[config.mk]
export PLATFORM = sky130hd
export DESIGN_NAME = bk_slot_seq_flat
export DESIGN_NICKNAME = d
export VERILOG_FILES = /design/src/rtl/bk_slot_seq_if.sv /design/src/rtl/bk_slot_seq.sv /design/src/flat_wrapper.sv
export SDC_FILE = /design/constraint.sdc
export NUM_CORES = 1
export LEC_CHECK = 0
export CORE_MARGIN = 1.5
export CORE_UTILIZATION = 53
export DETAILED_ROUTE_END_ITERATION = 16
export PLACE_DENSITY = 0.8
export REMOVE_ABC_BUFFERS = 1
export SYNTH_ARGS = -nofsm -noshare
export SYNTH_HDL_FRONTEND = slang
export SYNTH_SLANG_ARGS = --single-unit
[constraint.sdc]
create_clock -name clk_sys -period 3.23 [get_ports clk_sys]
set_input_delay 0.4845 -clock clk_sys [delete_from_list [all_inputs] [get_ports clk_sys]]
set_output_delay 0.4845 -clock clk_sys [all_outputs]
set_load 0.02 [all_outputs]
[src/rtl/bk_slot_seq_if.sv]
// bk_slot_seq_if: sector request/acknowledge bus between the slot sequencer and hps_io.
interface bk_slot_seq_if;
  logic [31:0] sd_lba;
  logic        sd_rd;
  logic        sd_wr;
  logic        sd_ack;
  modport master(output sd_lba, sd_rd, sd_wr, input sd_ack);
  modport slave(input sd_lba, sd_rd, sd_wr, output sd_ack);
endinterface

[src/rtl/bk_slot_seq.sv]
// bk_slot_seq: turns load/save requests into a burst of sector transfers at a slot-derived LBA.
// Dirty-tracked autosave is built only when BK_AUTOSAVE_EN is defined.
module bk_slot_seq #(
  parameter int          SLOT_BITS = 2,
  parameter int          SECT_BITS = 6,
  parameter logic [31:0] BASE_LBA  = 32'd0,
  parameter int          TMO_BITS  = 24,
  parameter int          AS_BITS   = 26
) (
  input  logic                 clk_sys,
  input  logic                 RESET_n,
  input  logic                 enable,
  input  logic                 load_req,
  input  logic                 save_req,
  input  logic [SLOT_BITS-1:0] slot,
  input  logic                 dirty,
  bk_slot_seq_if.master        sd,
  output logic [SECT_BITS-1:0] sect_idx,
  output logic                 busy,
  output logic                 loading,
  output logic                 done,
  output logic                 error
);
  typedef enum logic [1:0] {IDLE, REQ, XFER} state_t;
  state_t st, st_n;
  logic ld_q, ld_qq, sv_q, sv_qq, ack_q, ack_qq, as_go;
  logic ld_e, sv_e, ack_r, ack_f, last, start, tmo_hit, fin, nxt;
  logic [SLOT_BITS-1:0] slot_q;
  logic [SECT_BITS-1:0] sect_nx;
  logic [TMO_BITS-1:0]  tmo, tmo_nx;
  always_comb begin
    ld_e    = ld_q & ~ld_qq;
    sv_e    = sv_q & ~sv_qq;
    ack_r   = ack_q & ~ack_qq;
    ack_f   = ~ack_q & ack_qq;
    start   = (st == IDLE) & (ld_e | sv_e | as_go);
    tmo_nx  = tmo + 1'b1;
    tmo_hit = (st == REQ) & ~ack_r & (&tmo_nx);
    last    = &sect_idx;
    sect_nx = sect_idx + 1'b1;
    fin     = (st == XFER) & ack_f & last;
    nxt     = (st == XFER) & ack_f & ~last;
  end
  always_comb begin
    st_n = st;
    case (st)
      IDLE:    st_n = start ? REQ : IDLE;
      REQ:     st_n = ack_r ? XFER : tmo_hit ? IDLE : REQ;
      XFER:    st_n = ack_f ? (last ? IDLE : REQ) : XFER;
      default: st_n = IDLE;
    endcase
  end
  always_ff @(posedge clk_sys or negedge RESET_n)
    if (!RESET_n) st <= IDLE;
    else st <= st_n;
  always_ff @(posedge clk_sys or negedge RESET_n) begin
    if (!RESET_n) begin
      {ld_q, ld_qq, sv_q, sv_qq, ack_q, ack_qq} <= '0;
      {sd.sd_rd, sd.sd_wr, busy, loading, done, error} <= '0;
      sd.sd_lba <= '0;
      sect_idx  <= '0;
      slot_q    <= '0;
      tmo       <= '0;
    end else begin
      ld_q   <= load_req & enable;
      ld_qq  <= ld_q;
      sv_q   <= save_req & enable;
      sv_qq  <= sv_q;
      ack_q  <= sd.sd_ack;
      ack_qq <= ack_q;
      done   <= fin;
      if (start) begin
        slot_q    <= slot;
        sect_idx  <= '0;
        busy      <= 1'b1;
        loading   <= ld_e;
        sd.sd_rd  <= ld_e;
        sd.sd_wr  <= ~ld_e;
        error     <= 1'b0;
        tmo       <= '0;
        sd.sd_lba <= BASE_LBA + 32'({slot, {SECT_BITS{1'b0}}});
      end else if (st == REQ) begin
        if (ack_r) {sd.sd_rd, sd.sd_wr} <= '0;
        else if (tmo_hit) begin
          {sd.sd_rd, sd.sd_wr, busy, loading} <= '0;
          error <= 1'b1;
        end else tmo <= tmo_nx;
      end else if (fin) {busy, loading} <= '0;
      else if (nxt) begin
        sect_idx  <= sect_nx;
        sd.sd_rd  <= loading;
        sd.sd_wr  <= ~loading;
        tmo       <= '0;
        sd.sd_lba <= BASE_LBA + 32'({slot_q, sect_nx});
      end
    end
  end
`ifdef BK_AUTOSAVE_EN
  logic dflag;
  logic [AS_BITS-1:0] qcnt;
  assign as_go = dflag & enable & (&qcnt);
  // a fresh write outranks a clear in the same cycle
  always_ff @(posedge clk_sys or negedge RESET_n) begin
    if (!RESET_n) begin
      dflag <= 1'b0;
      qcnt  <= '0;
    end else if (dirty) begin
      dflag <= 1'b1;
      qcnt  <= '0;
    end else begin
      if ((start & ~ld_e) | (fin & loading)) dflag <= 1'b0;
      if (!(&qcnt)) qcnt <= qcnt + 1'b1;
    end
  end
`else
  logic unused_dirty;
  assign as_go        = 1'b0;
  assign unused_dirty = dirty | (AS_BITS == 0);
`endif
endmodule

[src/flat_wrapper.sv]
// flat-port wrapper written by rule: the top's interface ports become plain ports
module bk_slot_seq_flat 
#(
  parameter int          SLOT_BITS = 2,
  parameter int          SECT_BITS = 6,
  parameter logic [31:0] BASE_LBA  = 32'd0,
  parameter int          TMO_BITS  = 24,
  parameter int          AS_BITS   = 26
)
  (clk_sys, RESET_n, enable, load_req, save_req, slot, dirty, sect_idx, busy, loading, done, error, sd_sd_lba, sd_sd_rd, sd_sd_wr, sd_sd_ack);
  bk_slot_seq_if sd_i ();
  input  logic clk_sys;
  input  logic RESET_n;
  input  logic enable;
  input  logic load_req;
  input  logic save_req;
  input  logic [SLOT_BITS-1:0] slot;
  input  logic dirty;
  output logic [SECT_BITS-1:0] sect_idx;
  output logic busy;
  output logic loading;
  output logic done;
  output logic error;
  output wire logic [$bits(sd_i.sd_lba)-1:0] sd_sd_lba;
  output wire logic [$bits(sd_i.sd_rd)-1:0] sd_sd_rd;
  output wire logic [$bits(sd_i.sd_wr)-1:0] sd_sd_wr;
  input wire logic [$bits(sd_i.sd_ack)-1:0] sd_sd_ack;
  assign sd_sd_lba = sd_i.sd_lba;
  assign sd_sd_rd = sd_i.sd_rd;
  assign sd_sd_wr = sd_i.sd_wr;
  assign sd_i.sd_ack = sd_sd_ack;
  bk_slot_seq #(.SLOT_BITS(SLOT_BITS), .SECT_BITS(SECT_BITS), .BASE_LBA(BASE_LBA), .TMO_BITS(TMO_BITS), .AS_BITS(AS_BITS)) u_core (.clk_sys(clk_sys), .RESET_n(RESET_n), .enable(enable), .load_req(load_req), .save_req(save_req), .slot(slot), .dirty(dirty), .sd(sd_i), .sect_idx(sect_idx), .busy(busy), .loading(loading), .done(done), .error(error));
endmodule
# After elaboration in Yosys (flattened, before gate mapping)
# Cells that the tools add are included.
# totals
register_bits	78
output_inout_bits	44
# op_classes
add_sub_neg	2
eq_ne	10
muxes	39
n_bitwise	21
n_reduce_logical	13
# ops
cell	count
24-bit 2-to-1 mux	6
32-bit 2-to-1 mux	4
24-bit by 1-bit adder with 24-bit output, second input constant	1
6-bit 2-to-1 mux	4
24-bit AND reduction	1
1-bit 2-to-1 mux	22
1-bit bitwise AND	12
3-bit AND reduction	4
1-bit inverter	8
6-bit by 1-bit adder with 6-bit output, second input constant	1
3-bit by 2-bit inequality test with 1-bit output, second input constant	2
2-bit one-hot mux with 3 select lines	1
6-bit AND reduction	1
2-bit nonzero test	3
3-bit nonzero test	2
2-bit 2-to-1 mux	2
2-bit by 1-bit inequality test with 1-bit output, second input constant	2
4-bit by 1-bit inequality test with 1-bit output, second input constant	1
4-bit AND reduction	1
3-bit by 1-bit inequality test with 1-bit output, second input constant	1
3-bit inequality test, second input constant	1
2-bit by 1-bit == test with 1-bit output, second input constant	1
2-bit == test, second input constant	1
2-bit logical NOT	1
other kinds (2)	2

# Logic depth before layout (Yosys ltp)
# Gate-level depths: netlist of run 1.
# depth
depth_word	9
depth_mapped	10
depth_no_buf	8

# Worst setup path after synthesis of run 1
# Ideal clock, no wire load.
# synth_timing
path_type	register -> register
start	register u_core.tmo[1]
end	register u_core.sd.sd_wr
setup_time_ps	128
t_arrival_ps	2232
required_time_ps	3102
path_slack_ps	871
path_stages_with_launch	10
path_buffers	1
path_cell_list	dfrtp_1 ha_1 and2_1 buf_2 nand4_1 xor2_1 nor4_2 nand4_2 a22oi_2 mux2_1
# synth_between
elab_chain_cells	5
# synth_lines
element	line_no	text
start: declaration	bk_slot_seq.sv:30	logic [TMO_BITS-1:0] tmo, tmo_nx;
start signal: assignment	bk_slot_seq.sv:87	end else tmo <= tmo_nx;
24-bit by 1-bit adder with 24-bit output	bk_slot_seq.sv:37	tmo_nx = tmo + 1'b1;
24-bit AND reduction	bk_slot_seq.sv:38	tmo_hit = (st == REQ) & ~ack_r & (&tmo_nx);
1-bit bitwise AND	bk_slot_seq.sv:38	
4-bit by 1-bit inequality test with 1-bit output (no line)	n/a	
3-bit AND reduction (no line)	n/a	
end signal: assignment	bk_slot_seq.sv:78	sd.sd_wr <= ~ld_e;
end signal: assignment	bk_slot_seq.sv:92	sd.sd_wr <= ~loading;
end: declaration	bk_slot_seq_if.sv:7	modport master(output sd_lba, sd_rd, sd_wr, input sd_ack);
# Every way passes these cells.
# A chain may end at the register's enable or synchronous reset.

# Worst setup path after layout of run 1
# layout_timing
start	register u_core.tmo[0]
end	register u_core.tmo[20]
# layout_between
elab_chain_cells	5
# layout_lines
element	line_no
24-bit by 1-bit adder with 24-bit output *	bk_slot_seq.sv:37
24-bit AND reduction / 24-bit 2-to-1 mux (equally long branches)	bk_slot_seq.sv:38, bk_slot_seq.sv:84
1-bit bitwise AND / 24-bit 2-to-1 mux (equally long branches)	bk_slot_seq.sv:38, bk_slot_seq.sv:83
3-bit by 2-bit inequality test with 1-bit output (no line) / 24-bit 2-to-1 mux (equally long branches)	n/a
4-bit AND reduction (no line) / 24-bit 2-to-1 mux (equally long branches)	n/a
# Every way passes the cells marked *; elsewhere a longest branch is shown, timed or not. The select of a mux whose other input is x is not followed.

==> metrics, run 1 <==
critical path fanouts, max 18; Setup crit start u_core.tmo[0]; Max Fclk 362.5 MHz; hold_buf cts 0; nets@finish between 300 and 400; Tot Pwr 1.819 mW; Netlist cell types a little under 60; Routability Congestion just under 0.9; boundary pin count 53; Max Cap Viol 0; final worst setup slack 0.4713 ns; worst r2r dst u_core.tmo[20]; clk_lat worst skew 0.30 ns; top cell type by total area after synthesis dfrtp_1; Worst setup EP type register; Final min period ~2.8 ns; core area 5473 µm²; status finished clean; area delta synth->final 9.197%; post-synthesis cell area 2993 µm²; Ys Warns 0; Min-Delay Path Class primary input to asynchronous set/reset pin; Worst R2R Path Depth 8; root buf cell clkbuf_8; vias in the first global route roughly 2400; r2r setup slk ~0.47 ns; height of the chip between 70 and 80 µm; CTS clk-pin slew, worst paths around 0.10 ns; RSZ-0062 raised after global routing no; cells after synthesis about 330; EDFF count, synth 0; All-Layer GR Usage 22.61%; I/O Buffers 27; register area share after synthesis around 40%; DR vias ~2500; Routed Antenna Nets 0; TNS Setup 0 ns; Async S/R FF share, synth 100.0%; largest net degree at the start of global routing approximately 50; Antenna diodes 0; Setup Skew 0.01325 ns; first-pass GRT wire length ~11000 µm; Pwr Density around 560 nW/µm²; initial antenna violation count 0; Setup CP Type register to register; clk buf depth 2; Mean Syn Cell Area just over 9 µm²; worst setup path endpoint u_core.tmo[20]; part of the cycle the worst path needs a little under nine tenths; synth top area cells dfrtp_1, buf_4, nand2_1; endpoints failing hold 0; Setup Fix Bufs, Post-CTS 0; Resized cells post-CTS 0; CTS tree yes; HPWL after DPL roughly 4500 µm; row count 27; Iter 0 DRT Violations between 200 and 250; top-area cell type share of the netlist area roughly two fifths; peak supply drop between 0.3 and 0.4 mV; Vias per Instance roughly 6.0; Post-Route WL 6489 µm; DR DRC count 0; DR pass1 iterations 4; Worst Path Arrival 3.00 ns; fraction of layout cells with a size suffix above 1 a little under a tenth; H-Tree Level Count 2; final setup fails 0; dpl ws between 0.5 and 0.6 ns; Worst Setup Start Kind register; clock buffer count from CTS 5; Least-Margin Pin Slew between 1 and 1.5 ns; CTS Sinks between 40 and 50; Lkg Pwr approximately 1.4 nW; Avg WL per Cell 15.60 µm; R2R Path Start u_core.tmo[0]; Yosys reg bits 48; Worst Path Required approximately 3.5 ns; Hold WS about 0.36 ns; gr ovfl total 0; top_reg_cell synth dfrtp_1; Slew Limit Headroom 29.73%; die area 6107 µm²; Die Wd roughly 80 µm; initial core utilization 54.69%; Slew Limit Fails 0
[registers in the layout (all words and copies together), names as in the netlist]
register,cells
u_core.done,1
u_core.sd.sd_rd,1
u_core.slot_q,2
u_core.error,1
u_core.sv_q,1
u_core.ld_qq,1
u_core.ack_q,1
u_core.tmo,24
u_core.busy,1
u_core.ld_q,1
u_core.st,2
u_core.sd.sd_wr,1
u_core.loading,1
u_core.sd.sd_lba,3
u_core.sv_qq,1
u_core.ack_qq,1
u_core.sect_idx,5
[stage by stage]
stage,utilization (%),area (µm²),cells
floorplan,-,2778,304
global placement,57.93,3171,408
detailed placement,57.93,3171,408
CTS,59.72,3268,416
global route,59.72,3268,416
finish,59.72,3268,416
[worst min-delay path by stage]
stage,startpoint,to,slack [ns],depth (start not counted)
floorplan,RESET_n,u_core.ack_q,0.19,0
global placement,u_core.ld_q,u_core.ld_qq,0.36,0
detailed placement,u_core.ld_q,u_core.ld_qq,0.37,0
CTS,u_core.ld_q,u_core.ld_qq,0.37,0
global route,u_core.ld_q,u_core.ld_qq,0.40,0
finish,RESET_n,u_core.sect_idx[3],0.36,1
[Yosys cell counts, drive strengths merged, types with 3 or more instances]
cell / count
dfrtp: 48
buf: 37
nand2: 36
nor2: 19
o21ai: 19
nand3: 16
a31oi: 15
and3: 15
o31ai: 15
nand4: 12
clkbuf: 9
a21oi: 6
nor2b: 6
xor2: 6
nor3: 5
o41ai: 5
and4: 4
inv: 4
mux2: 4
nand2b: 4
nand4b: 4
nor4: 4
and2: 3
ha: 3
[where the power goes]
group	switching [mW]	leakage [nW]	internal, mW
sequential	0.0852	0.640	0.680
clock	0.211	0.0434	0.174
combinational	0.428	0.766	0.240
total	0.724	1.45	1.09
[critical path, stage by stage, from the launching register on]
cell	delay (ns)
dfrtp_1	0.46
ha_1	0.29
and2_1	0.35
nand4_1	0.18
xor2_1	0.19
nor4_2	0.35
nand4_2	0.24
nand2_2	0.40
a311o_1	0.23
[final cells by class]
type / instances / area (µm²)
fill: 500 / 2205
multi-input combinational: 252 / 1562
sequential: 48 / 1201
timing repair buffer: 32 / 302.8
tap: 72 / 90.09
clock buffer: 6 / 82.58
clock inverter: 2 / 15.01
inverter: 4 / 15.01
[kinds of logic after synthesis]
family / share of synthesized area [%]
adder cells (fa/ha/maj): 1.254
AND/OR/NAND/NOR: 25.96
multiplexers: 1.965
other: 0.1253
flip-flops: 40.13
XOR/XNOR: 2.341
buffers and inverters: 10.58
AO/OA/AOI/OAI: 17.64
[per-layer routing]
layer,track usage (%),up-vias,wire length [µm]
li1,-,1188,-
met1,28.28,1230,2895
met2,40.09,81,3183
met3,3.372,14,327
met4,7.143,0,82
met5,0,-,0
[layout by cell type, fill, tap and decap left out, types with 9 or more instances in the layout]
master,instances
a31oi_1,15
and3_1,15
clkdlybuf4s50_1,26
conb_1,24
dfrtp_1,48
nand2_1,35
nand3_1,15
nand4_1,9
nor2_1,19
o21ai_0,17
o31ai_1,15
Note: power is estimated with default switching activity, not from simulation.
==> inputs of run 2 (changes only) <==
--- a/config.mk
+++ b/config.mk
@@ -5,10 +5,11 @@
 export SDC_FILE = /design/constraint.sdc
 export NUM_CORES = 1
 export LEC_CHECK = 0
+export CAP_MARGIN = 10
 export CORE_MARGIN = 1.5
 export CORE_UTILIZATION = 53
 export DETAILED_ROUTE_END_ITERATION = 16
-export PLACE_DENSITY = 0.8
+export PLACE_DENSITY = 0.83
 export REMOVE_ABC_BUFFERS = 1
 export SYNTH_ARGS = -nofsm -noshare
 export SYNTH_HDL_FRONTEND = slang
==> metrics, run 2 (synthesis gave the netlist of run 1 again) <==
H-Tree Level Count 2; initial antenna violation count 0; Hold WS ~0.36 ns; Largest register FFs 24; Multi-input gate area ~1600 µm²; post-route core utilization between 50% and 60%; Worst Setup Start Kind register; peak supply drop 0.2909 mV; Finished Cell Area around 3300 µm²; Setup Fix Bufs, Post-CTS 0; Largest Register u_core.tmo; TNS Setup 0 ns; root buf cell clkbuf_8; height of the chip between 70 and 80 µm; worst r2r dst u_core.sd.sd_wr; critical path fanouts, max 8; boundary pin count 53; vias in the first global route roughly 2400; Routed Antenna Nets 0; Routability Congestion around 0.90; DR DRC count 0; Fillers approximately 470; I/O Buffers 27; nets@finish about 360; r2r setup slk roughly 0.4 ns; part of the cycle the worst path needs just under 90%; final setup fails 0; Die Wd just under 80 µm; R2R Path Start u_core.tmo[1]; most common cell after layout, fill and taps aside dfrtp_1; Max Fclk between 300 and 400 MHz; CTS tree yes; CTS clk-pin slew, worst paths ~0.090 ns; Resized cells post-CTS 0; Slew Limit Headroom a little over 30%; Iter 0 DRT Violations 232; clk buf depth 2; Worst R2R Path Depth 8; Lkg Pwr around 1.4 nW; Setup Skew a little under 0.01 ns; core area around 5500 µm²; Max Cap Viol 0; endpoints failing hold 0; area delta synth->final 9.197%; fin cells 416; Worst Path Arrival approximately 3 ns; Setup CP Type register to register; HPWL after DPL approximately 4500 µm; Worst setup EP type register; Final min period about 2.8 ns; Min-Delay Path Class primary input to asynchronous set/reset pin; clk_lat worst skew approximately 0.3 ns; die area ~6100 µm²; DR pass1 iterations 5; Placed Cells between 400 and 500; DR vias 2550; largest registers u_core.tmo x24, u_core.sect_idx x5, u_core.sd.sd_lba x3; fraction of layout cells with a size suffix above 1 about 9%; status finished clean; Worst Path Required 3.42 ns; clock buffer count from CTS 5; Register Area 1201 µm²; row count 27; initial core utilization a little over half; hold_buf cts 0; most frequent cells in the layout dfrtp_1, nand2_1, clkdlybuf4s50_1, conb_1, nor2_1; RSZ-0062 raised after global routing no; first-pass GRT wire length around 11000 µm; Vias per Instance 6.130; largest net degree at the start of global routing 49; DP Area 3171 µm²; Least-Margin Pin Slew 1.043 ns; Antenna diodes 0; Post-Route WL approximately 6600 µm; gr ovfl total 0; All-Layer GR Usage 22.52%; Avg WL per Cell 15.82 µm; Slew Limit Fails 0; Pwr Density approximately 550 nW/µm²; CTS Sinks 48
run 2: cell counts in the layout (fill, tap and decap cells not counted):
Identical to the previous run, type by type.
run 2: worst max-delay path, cell delays in order (launching register included):
cell,delay [ns]
dfrtp_1,0.47
ha_1,0.28
and2_1,0.36
nand4_1,0.20
xor2_1,0.19
nor4_2,0.37
nand4_2,0.24
a22oi_2,0.25
mux2_1,0.34
run 2: final cells by class:
type	instances	area share (%)
multi-input combinational	252	47.78
sequential	48	36.75
timing repair buffer	32	9.265
tap	72	2.757
clock buffer	6	2.527
clock inverter	2	0.4594
inverter	4	0.4594
run 2: stage by stage:
stage               setup WS [ns]  total power, mW
detailed placement         0.4763            1.438
floorplan                  0.7928            1.160
CTS                        0.4372            1.816
finish                     0.4066            1.810
global route               0.2557            1.912
global placement           0.5723            1.414
run 2: how the worst max path moves through the flow:
stage | from | to | slack [ns] | depth (start not counted)
CTS | u_core.tmo[1] | u_core.sd.sd_wr | 0.44 | 8
global route | u_core.tmo[1] | u_core.tmo[20] | 0.26 | 8
finish | u_core.tmo[1] | u_core.sd.sd_wr | 0.41 | 8
detailed placement | u_core.tmo[1] | u_core.sd.sd_wr | 0.48 | 8
floorplan | u_core.sect_idx[0] | u_core.sd.sd_wr | 0.79 | 7
global placement | u_core.tmo[1] | u_core.sd.sd_wr | 0.57 | 8
run 2: layer usage:
metal  track usage [%]  part of all wire [%]  up-vias
met3             3.721                   7.0        9
li1                  -                     -     1185
met5                 0                     0        -
met2             38.26                    48      121
met4             6.786                   1.2        0
met1             29.52                    44     1235
run 2: report_power, final:
| group | total (mW) | switching (mW) | internal [mW] |
|---|---|---|---|
| Combinational | 0.666 | 0.426 | 0.240 |
| Clock | 0.377 | 0.204 | 0.173 |
| Sequential | 0.767 | 0.0861 | 0.680 |
